## src/rtl/endat_slave.sv

```systemverilog
// EnDat-style encoder-side responder.
// Oversamples the master clock on enc_clk, captures the 6-bit mode command and,
// on a position request, returns start bit, F1, F2, the position word (MSB first)
// and a CRC-5 over F1/F2/position.
//
// Ports:
//   enc_clk     free-running local clock (rising edge)
//   rst_n       asynchronous active-low reset
//   ma_clk      master clock, idles high, asynchronous
//   ma_data_in  command data from the master
//   pos_in      position, LSB-aligned; low pos_width bits are sent
//   pos_width   position bit count 1..40 (anything else means 40)
//   alarm/warn  sent as F1/F2
//   sl_data     serial data to the master
//   sl_de       line drive enable (1 = slave drives sl_data)
//   cmd_out     last captured command, cmd_valid pulses when it updates
//   cmd_err     pulse when the command is not a position request
//   frame_done  pulse after the last CRC bit
//   frame_err   pulse on a mid-frame timeout abort
//   busy        high in every state except READY
//
// state    | meaning
// ---------+-----------------------------------------------------------
// READY    | idle, line driven low, waiting for the frame-start fall
// HDR      | counting tST edges and shifting in the mode command
// TURN     | two turnaround clocks before the start bit
// XMIT     | one bit per ma_clk fall: F1, F2, position, CRC
// WAIT     | bad command, line released until the idle timeout
// RECOVERY | line driven high until ma_clk has been quiet long enough

module endat_slave #(
    parameter logic [5:0] CMD_POS      = 6'b000111,
    parameter logic [4:0] CRC_POLY     = 5'b01001,
    parameter int         TIMEOUT_CYC  = 1024,
    parameter int         RECOVERY_CYC = 64
) (
    input  logic        enc_clk,
    input  logic        rst_n,
    input  logic        ma_clk,
    input  logic        ma_data_in,
    input  logic [39:0] pos_in,
    input  logic [5:0]  pos_width,
    input  logic        alarm,
    input  logic        warn,
    output logic        sl_data,
    output logic        sl_de,
    output logic [5:0]  cmd_out,
    output logic        cmd_valid,
    output logic        cmd_err,
    output logic        frame_done,
    output logic        frame_err,
    output logic        busy
);
    localparam int TMR_MAX = (TIMEOUT_CYC > RECOVERY_CYC) ? TIMEOUT_CYC : RECOVERY_CYC;
    localparam int TMR_W   = $clog2(TMR_MAX) + 1;
    localparam logic [TMR_W-1:0] TO_LOAD  = TMR_W'(TIMEOUT_CYC - 1);
    localparam logic [TMR_W-1:0] REC_LOAD = TMR_W'(RECOVERY_CYC - 1);

    typedef enum logic [2:0] {READY, HDR, TURN, XMIT, WAIT, RECOVERY} state_t;

    state_t            state_q, state_d;
    logic              clk_s1, clk_s2, clk_s3, dat_s1, dat_s2;
    logic              ma_rise, ma_fall, ma_edge, tmr_tc;
    logic [3:0]        r_q, r_d, r_inc;
    logic [5:0]        cmd_q, cmd_d, cmd_shift, cmd_out_q, cmd_out_d;
    logic [39:0]       pos_q, pos_d;
    logic [5:0]        width_q, width_d, w_eff;
    logic [6:0]        seq_q, seq_d, w_ext;
    logic              f1_q, f1_d, f2_q, f2_d, tx_bit;
    logic [4:0]        crc_q, crc_d;
    logic [TMR_W-1:0]  timer_q, timer_d;
    logic              sl_data_q, sl_data_d, sl_de_q, sl_de_d;
    logic              cmd_valid_d, cmd_err_d, frame_done_d, frame_err_d;
    logic              cmd_valid_q, cmd_err_q, frame_done_q, frame_err_q;

    // ma_clk syncs reset to 1 so the idle-high line does not look like an edge.
    always_ff @(posedge enc_clk or negedge rst_n) begin
        if (!rst_n) begin
            clk_s1 <= 1'b1;
            clk_s2 <= 1'b1;
            clk_s3 <= 1'b1;
            dat_s1 <= 1'b0;
            dat_s2 <= 1'b0;
        end else begin
            clk_s1 <= ma_clk;
            clk_s2 <= clk_s1;
            clk_s3 <= clk_s2;
            dat_s1 <= ma_data_in;
            dat_s2 <= dat_s1;
        end
    end

    assign ma_rise = clk_s2 & ~clk_s3;
    assign ma_fall = ~clk_s2 & clk_s3;
    assign ma_edge = clk_s2 ^ clk_s3;
    assign tmr_tc  = ~ma_edge && (timer_q == '0);
    assign w_eff   = (pos_width == 6'd0 || pos_width > 6'd40) ? 6'd40 : pos_width;
    assign w_ext   = {1'b0, width_q};

    always_ff @(posedge enc_clk or negedge rst_n) begin
        if (!rst_n) begin
            state_q      <= READY;
            r_q          <= '0;
            cmd_q        <= '0;
            cmd_out_q    <= '0;
            pos_q        <= '0;
            width_q      <= '0;
            seq_q        <= '0;
            f1_q         <= 1'b0;
            f2_q         <= 1'b0;
            crc_q        <= '0;
            timer_q      <= '0;
            sl_data_q    <= 1'b0;
            sl_de_q      <= 1'b1;
            cmd_valid_q  <= 1'b0;
            cmd_err_q    <= 1'b0;
            frame_done_q <= 1'b0;
            frame_err_q  <= 1'b0;
        end else begin
            state_q      <= state_d;
            r_q          <= r_d;
            cmd_q        <= cmd_d;
            cmd_out_q    <= cmd_out_d;
            pos_q        <= pos_d;
            width_q      <= width_d;
            seq_q        <= seq_d;
            f1_q         <= f1_d;
            f2_q         <= f2_d;
            crc_q        <= crc_d;
            timer_q      <= timer_d;
            sl_data_q    <= sl_data_d;
            sl_de_q      <= sl_de_d;
            cmd_valid_q  <= cmd_valid_d;
            cmd_err_q    <= cmd_err_d;
            frame_done_q <= frame_done_d;
            frame_err_q  <= frame_err_d;
        end
    end

    always_comb begin
        state_d      = state_q;
        r_d          = r_q;
        cmd_d        = cmd_q;
        cmd_out_d    = cmd_out_q;
        pos_d        = pos_q;
        width_d      = width_q;
        seq_d        = seq_q;
        f1_d         = f1_q;
        f2_d         = f2_q;
        crc_d        = crc_q;
        sl_data_d    = sl_data_q;
        sl_de_d      = sl_de_q;
        cmd_valid_d  = 1'b0;
        cmd_err_d    = 1'b0;
        frame_done_d = 1'b0;
        frame_err_d  = 1'b0;
        r_inc        = r_q + 4'd1;
        cmd_shift    = {cmd_q[4:0], dat_s2};
        tx_bit       = 1'b0;

        // Watchdog down-counter: any ma_clk edge reloads it for the current phase.
        if (ma_edge)
            timer_d = (state_q == RECOVERY) ? REC_LOAD : TO_LOAD;
        else if (timer_q != '0)
            timer_d = timer_q - 1'b1;
        else
            timer_d = timer_q;

        case (state_q)
            READY: begin
                sl_de_d   = 1'b1;
                sl_data_d = 1'b0;
                if (ma_fall) begin
                    state_d   = HDR;
                    sl_de_d   = 1'b0;
                    r_d       = '0;
                    cmd_d     = '0;
                    crc_d     = '0;
                    f1_d      = alarm;
                    f2_d      = warn;
                    width_d   = w_eff;
                    // Left-justify so the first position bit is always pos_q[39].
                    pos_d     = pos_in << (6'd40 - w_eff);
                    timer_d   = TO_LOAD;
                end
            end
            HDR: begin
                if (ma_rise) begin
                    r_d = r_inc;
                    if (r_inc >= 4'd3)
                        cmd_d = cmd_shift;
                    if (r_inc == 4'd8) begin
                        cmd_out_d   = cmd_shift;
                        cmd_valid_d = 1'b1;
                        if (cmd_shift == CMD_POS) begin
                            state_d = TURN;
                        end else begin
                            cmd_err_d = 1'b1;
                            state_d   = WAIT;
                        end
                    end
                end else if (tmr_tc) begin
                    state_d     = RECOVERY;
                    frame_err_d = 1'b1;
                    sl_de_d     = 1'b1;
                    sl_data_d   = 1'b1;
                    timer_d     = REC_LOAD;
                end
            end
            TURN: begin
                if (ma_rise) begin
                    r_d = r_inc;
                end else if (ma_fall && r_q == 4'd10) begin
                    state_d   = XMIT;
                    sl_de_d   = 1'b1;
                    sl_data_d = 1'b1;
                    seq_d     = '0;
                end else if (tmr_tc) begin
                    state_d     = RECOVERY;
                    frame_err_d = 1'b1;
                    sl_de_d     = 1'b1;
                    sl_data_d   = 1'b1;
                    timer_d     = REC_LOAD;
                end
            end
            XMIT: begin
                // seq: 0 = F1, 1 = F2, 2..w+1 = position, w+2..w+6 = CRC, w+7 = stop
                if (ma_fall) begin
                    seq_d = seq_q + 7'd1;
                    if (seq_q < w_ext + 7'd2) begin
                        if (seq_q == 7'd0)
                            tx_bit = f1_q;
                        else if (seq_q == 7'd1)
                            tx_bit = f2_q;
                        else begin
                            tx_bit = pos_q[39];
                            pos_d  = {pos_q[38:0], 1'b0};
                        end
                        sl_data_d = tx_bit;
                        crc_d = {crc_q[3:0], 1'b0} ^ ((crc_q[4] ^ tx_bit) ? CRC_POLY : 5'b0);
                    end else if (seq_q < w_ext + 7'd7) begin
                        sl_data_d = crc_q[4];
                        crc_d     = {crc_q[3:0], 1'b0};
                    end else begin
                        state_d      = RECOVERY;
                        sl_data_d    = 1'b1;
                        frame_done_d = 1'b1;
                        timer_d      = REC_LOAD;
                    end
                end else if (tmr_tc) begin
                    state_d     = RECOVERY;
                    frame_err_d = 1'b1;
                    sl_de_d     = 1'b1;
                    sl_data_d   = 1'b1;
                    timer_d     = REC_LOAD;
                end
            end
            WAIT: begin
                // Bad command: stay off the line, leave quietly on timeout.
                if (tmr_tc) begin
                    state_d   = RECOVERY;
                    sl_de_d   = 1'b1;
                    sl_data_d = 1'b1;
                    timer_d   = REC_LOAD;
                end
            end
            RECOVERY: begin
                sl_de_d   = 1'b1;
                sl_data_d = 1'b1;
                if (tmr_tc) begin
                    state_d   = READY;
                    sl_data_d = 1'b0;
                end
            end
            default: begin
                state_d   = READY;
                sl_de_d   = 1'b1;
                sl_data_d = 1'b0;
            end
        endcase
    end

    assign sl_data    = sl_data_q;
    assign sl_de      = sl_de_q;
    assign cmd_out    = cmd_out_q;
    assign cmd_valid  = cmd_valid_q;
    assign cmd_err    = cmd_err_q;
    assign frame_done = frame_done_q;
    assign frame_err  = frame_err_q;
    assign busy       = (state_q != READY);

endmodule
```

## config.mk

```make
export PLATFORM = sky130hd
export DESIGN_NAME = endat_slave
export DESIGN_NICKNAME = d
export VERILOG_FILES = /design/src/rtl/endat_slave.sv
export SDC_FILE = /design/constraint.sdc
export NUM_CORES = 1
export LEC_CHECK = 0
export CORE_ASPECT_RATIO = 0.9
export CORE_MARGIN = 1.5
export CORE_UTILIZATION = 45
export CTS_CLUSTER_DIAMETER = 30
export DETAILED_ROUTE_END_ITERATION = 10
export HOLD_SLACK_MARGIN = 0.02
export PLACE_DENSITY_LB_ADDON = 0.3
export SYNTH_ARGS = -nofsm -noshare
export SYNTH_HDL_FRONTEND = slang
export SYNTH_SLANG_ARGS = --single-unit
export TNS_END_PERCENT = 1
```

## constraint.sdc

```tcl
create_clock -name enc_clk -period 5.6 [get_ports enc_clk]
set_clock_uncertainty 0.1 [all_clocks]
set_input_delay 1.12 -clock enc_clk [delete_from_list [all_inputs] [get_ports enc_clk]]
set_output_delay 1.12 -clock enc_clk [all_outputs]
set_load 0.01 [all_outputs]
```

After elaboration in Yosys (flattened, before gate mapping)
Cells that the tools add are included.
{ "word_totals": {"reg_bits": 100, "in_bits": 52, "output_inout_bits": 13, "word_cells": 177} }
{ "classes": {"add_sub_neg": 6, "magnitude_cmp": 4, "n_eq_ne": 26, "shifts": 1, "muxes": 86, "bitwise_logic": 8, "n_reduce_logical": 24} }
{ "op_table": {"columns": ["cell", "count"], "rows": [
  ["two-way mux 40 bit", 5],
  ["two-way mux 11 bit", 10],
  ["one-hot mux 40 bit (2 select lines)", 1],
  ["one-hot mux 11 bit (5 select lines)", 1],
  ["left shift 40 x 6 -> 40 bit", 1],
  ["two-way mux 1 bit", 35],
  ["two-way mux 5 bit", 7],
  ["two-way mux 3 bit", 11],
  ["inequality test 2 bit (second input constant)", 12],
  ["two-way mux 7 bit", 3],
  ["one-hot mux 5 bit (2 select lines)", 2],
  ["one-hot mux 3 bit (6 select lines)", 1],
  ["< comparator 7 bit", 2],
  ["one-hot mux 7 bit (2 select lines)", 1],
  ["two-way mux 4 bit", 3],
  ["inequality test 3 bit (second input constant)", 4],
  ["AND reduction 4 bit", 3],
  ["AND reduction 6 bit", 2],
  ["logical NOT 11 bit", 1],
  ["nonzero test 11 bit", 1],
  ["subtractor 11 x 1 -> 11 bit (second input constant)", 1],
  ["two-way mux 10 bit", 1],
  ["one-hot mux 1 bit (5 select lines)", 2],
  ["AND reduction 3 bit", 3],
  ["30 further kinds", 42]
]} }

Logic depth before layout (Yosys ltp)
{ "depth": {"word_depth": 12, "ltp_mapped": 15, "mapped_depth_nobuf": 13} }

Least setup slack after synthesis
No wires, ideal clock.
{ "synth_timing": {"path_type": "in2reg", "from": "input port pos_width[4]", "to": "register pos_q[35]", "setup_ns": 0.130, "arrival_ns": 3.906, "required_time_ns": 5.370, "slack_ns": 1.464, "path_stages": 13, "path_buffers": 3, "cell_sequence": "buf_6 > o21ai_1 > and2_1 > buf_2 > inv_1 > ha_1 > inv_1 > buf_1 > mux4_2 > mux2i_1 > mux2i_1 > a221oi_1 > nor3_1"} }
{ "synth_via": {"elab_chain_cells": 7, "word_cells_on_any_way": 8, "cone_classes": "add/sub (1); order compare (1); shift (1); mux (3); reduce/logical (2)"} }
{ "synth_lines": {"columns": ["item", "line", "source"], "rows": [
  ["start: declaration", "42", "input logic [5:0] pos_width,"],
  ["greater-than comparator 6 bit / logical NOT 6 bit (equally long branches)", "97", "assign w_eff = (pos_width == 6'd0 || pos_width > 6'd40) ? 6'd40 : pos_width;"],
  ["logical OR 1 bit", "97", null],
  ["two-way mux 6 bit *", "97", null],
  ["subtractor 6 bit *", "183", "pos_d = pos_in << (6'd40 - w_eff);"],
  ["left shift 40 x 6 -> 40 bit *", "183", null],
  ["two-way mux 40 bit *", "173", "if (ma_fall) begin"],
  ["one-hot mux 40 bit (2 select lines) *", "169", "case (state_q)"],
  ["end signal: assignment", "124", "pos_q <= pos_d;"],
  ["end: declaration", "66", "logic [39:0] pos_q, pos_d;"]
]} }
Every way passes the cells marked *; elsewhere a longest branch is shown, timed or not. The select of a mux whose other input is x is not followed.
A chain may end at the register's enable or synchronous reset.

Worst setup path after layout
Ends and elaborated chain as after synthesis.

==> summary.md <==
| Metric | Value |
|---|---|
| Register share of total power | 0.386 |
| Mapped Area | 8460 um2 |
| Register area share after synthesis | 0.296 |
| Post-CTS Setup Inserts | 0 |
| Synth Warn # | 0 |
| Vias in the first global route | 7463 |
| PwrDens | 311 nW/um2 |
| Most common cell after layout, fill and taps aside | nand2_1 |
| Slowest cell on the critical path | o211ai_4 |
| Pint | 0.00179 W |
| DR iter-0 viols | 934 |
| Dpl hpwl | 17000 um |
| CP arrival | 4.82 ns |
| Vias per cell | 6.33 |
| Hold Vio Cnt, Final | 0 |
| DP Cell Count | 1243 |
| Largest cells by area after synthesis | dfrtp_1 (28%), o211ai_1 (6.7%), mux4_2 (5.9%), nand2_1 (5.1%), nor2_1 (4.2%) |
| Max rail drop VDD | 0.213 mV |
| Syn avg cell area | 8.53 um2 |
| Port Buffer Count | 64 |
| Global route total overflow | 0 |
| Hold Crit Start | dat_s1 |
| Comb power frac | 0.414 |
| PostCTS Resize Cnt | 0 |
| Die Ht | 133 um |
| CP delay by family, top | compound AO/OA/AOI/OAI gates |
| Hold buffer count at CTS | 0 |
| Core area | 18400 um2 |
| Period utilization | 0.838 |
| Final ANT Viol Nets | 0 |
| CTS H-tree lvls | 3 |
| Setup crit end kind | flip-flop |
| RR Endpoint | pos_q[29] |
| CP Cell Sequence | clkdlybuf4s50_1 > o21ai_1 > buf_4 > and2_1 > inv_1 > ha_1 > nand2b_1 > o211ai_4 > buf_4 > mux4_2 > mux2i_1 > mux2i_1 > a221oi_1 > nor3_1 |
| Worst path buffer plus inverter count | 4 |
| Worst-path fanout max | 19 |
| Crit path depth | 14 |
| Die area | 19600 um2 |
| Post-synth top area share | 0.284 |
| CTS tree | yes |
| Sw Share | 0.394 |
| Static Leak | 3.73 nW |
| Clock Power Share | 0.201 |
| Routed len/inst | 18.7 um |
| Root buf cell | clkbuf_16 |
| Setup violators final | 0 |
| #FFs+latches synth | 100 |
| Initial Util | 0.460 |
| Syn-to-layout area delta | 11.9% |
| Drt pass-1 iters | 6 |
| P_sw | 0.00116 W |
| Synth Instances | 992 |
| Setup TNS | 0 ns |
| Crit path launch type | primary input |
| Die Wd | 148 um |
| RSZ-0062 raised after global routing | false |
| ANT cells | 0 |
| Initial antenna violation count | 0 |
| FP Rows | 47 |
| Final WL | 23500 um |
| Highest clock rate | 213 MHz |
| Total Routing Usage GR | 0.244 |
| Slew headroom | 0.213 |
| Clock slew seen by the registers of the worst setup and hold paths | 0.07 ns |
| Worst Setup EP | pos_q[35] |
| CP max stage delay | 0.62 ns |
| Post-synthesis async set-or-reset flop share | 1.00 |
| Syn nets | 1070 |
| Clock tree buffer depth | 2 |
| Slew @ Worst Pin | 1.18 ns |
| Ys flop type | dfrtp_1 |
| Worst reg-to-reg setup slack | 2.03 ns |
| Hold Crit Class | reg -> reg |
| Largest net degree at the start of global routing | 73 |
| # IOs | 65 |
| First-pass GRT wire length | 38700 um |
| Status | finished, final reports clean |
| Max_cap viols | 0 |
| Gpl congestion | 0.973 |
| Most frequent cells in the layout | nand2_1 (114), dfrtp_1 (96), nor2_1 (95) |
| Residual DRC | 0 |
| CTS buffer count | 9 |
| Final Max Tran Viols | 0 |
| Final Non-Filler Cells | 1259 |
| Vias | 7968 |
| Minimum clock period | 4.69 ns |
| Share of cells above drive strength 1 | 0.106 |
| Nets@finish | 1087 |
| Post-synthesis cell type count | 93 |
| Total design power | 0.00295 W |
| CP required | 5.72 ns |
| Worst-Skew Late Latency | 0.35 ns |
| Worst R2R Start | state_q[2] |
| Setup crit start | pos_width[4] |
| TritonCTS Sinks | 100 |
| Setup CP Type | in -> reg |
| Largest area contributor in the netlist | dfrtp_1 |
| Number of synthesized flops with an enable pin | 0 |
| R2R depth | 7 |
[sequential cells by signal, indices dropped and copies added, names as in the netlist, 3 cells and up]
signal / cells
cmd_out: 6
timer_q: 11
pos_q: 40
crc_q: 5
width_q: 6
seq_q: 7
r_q: 4
cmd_q: 5
state_q: 3
[through the flow]
stage | hold WS (ns) | util | worst slack (ns) | area (um2)
5_1_grt | 0.257 | 0.515 | 0.659 | 9470
4_1_cts | 0.253 | 0.515 | 0.955 | 9470
3_5_place_dp | 0.240 | 0.500 | 0.591 | 9200
6_report | 0.248 | 0.515 | 0.907 | 9470
2_1_floorplan | 0.231 | - | 1.46 | 8460
3_3_place_gp | 0.235 | 0.500 | 0.740 | 9200
[Yosys cell counts, drive strengths merged, types with 9 or more instances]
cell	instances
a221oi	12
nand2	114
mux2	17
a21oi	38
mux4	23
inv	25
a211oi	14
ha	26
and3	9
buf	34
xnor2	10
a31oi	13
a22oi	9
nand2b	43
nor2	97
mux2i	28
nand3	21
o211ai	76
dfrtp	96
clkbuf	43
xor2	11
or3	10
o21ai	56
nor3	29
[worst min path at each step]
stage / endpoint / slack (ns) / depth (start not counted)
2_1_floorplan: dat_s2 / 0.23 / 0
3_3_place_gp: dat_s2 / 0.23 / 0
3_5_place_dp: dat_s2 / 0.24 / 0
4_1_cts: dat_s2 / 0.25 / 0
5_1_grt: dat_s2 / 0.26 / 0
6_report: dat_s2 / 0.25 / 0
[kinds of logic after synthesis]
logic type / share of synthesized area
simple gates: 0.217
compound gates: 0.255
buf+inv: 0.0538
flops: 0.296
mux: 0.117
fa+ha+maj: 0.0396
xor+xnor: 0.0217
[layer usage]
metal,global-route usage,up-vias,share of wire
met5,0,-,0
met4,0.0744,0,0.021
met3,0.0503,53,0.071
met2,0.377,328,0.46
met1,0.342,3849,0.45
li1,-,3738,-
[area by class of cell]
class | instances | area, um2
sequential | 100 | 2510
multi-input combinational | 790 | 5510
inverter | 25 | 93.8
tap | 245 | 307
clock buffer | 12 | 246
clock inverter | 4 | 30.0
timing repair buffer | 83 | 776
fill | 1709 | 8930
[power groups by stage]
stage	clock (W)	combinational [W]	sequential [W]
finish	0.000592	0.00122	0.00114
CTS	0.000613	0.00121	0.00113
detailed placement	0	0.00121	0.00114
global route	0.000638	0.00137	0.00117
floorplan	0	0.000930	0.00106
global placement	0	0.00119	0.00113
Power figures use the tool's default switching activity.
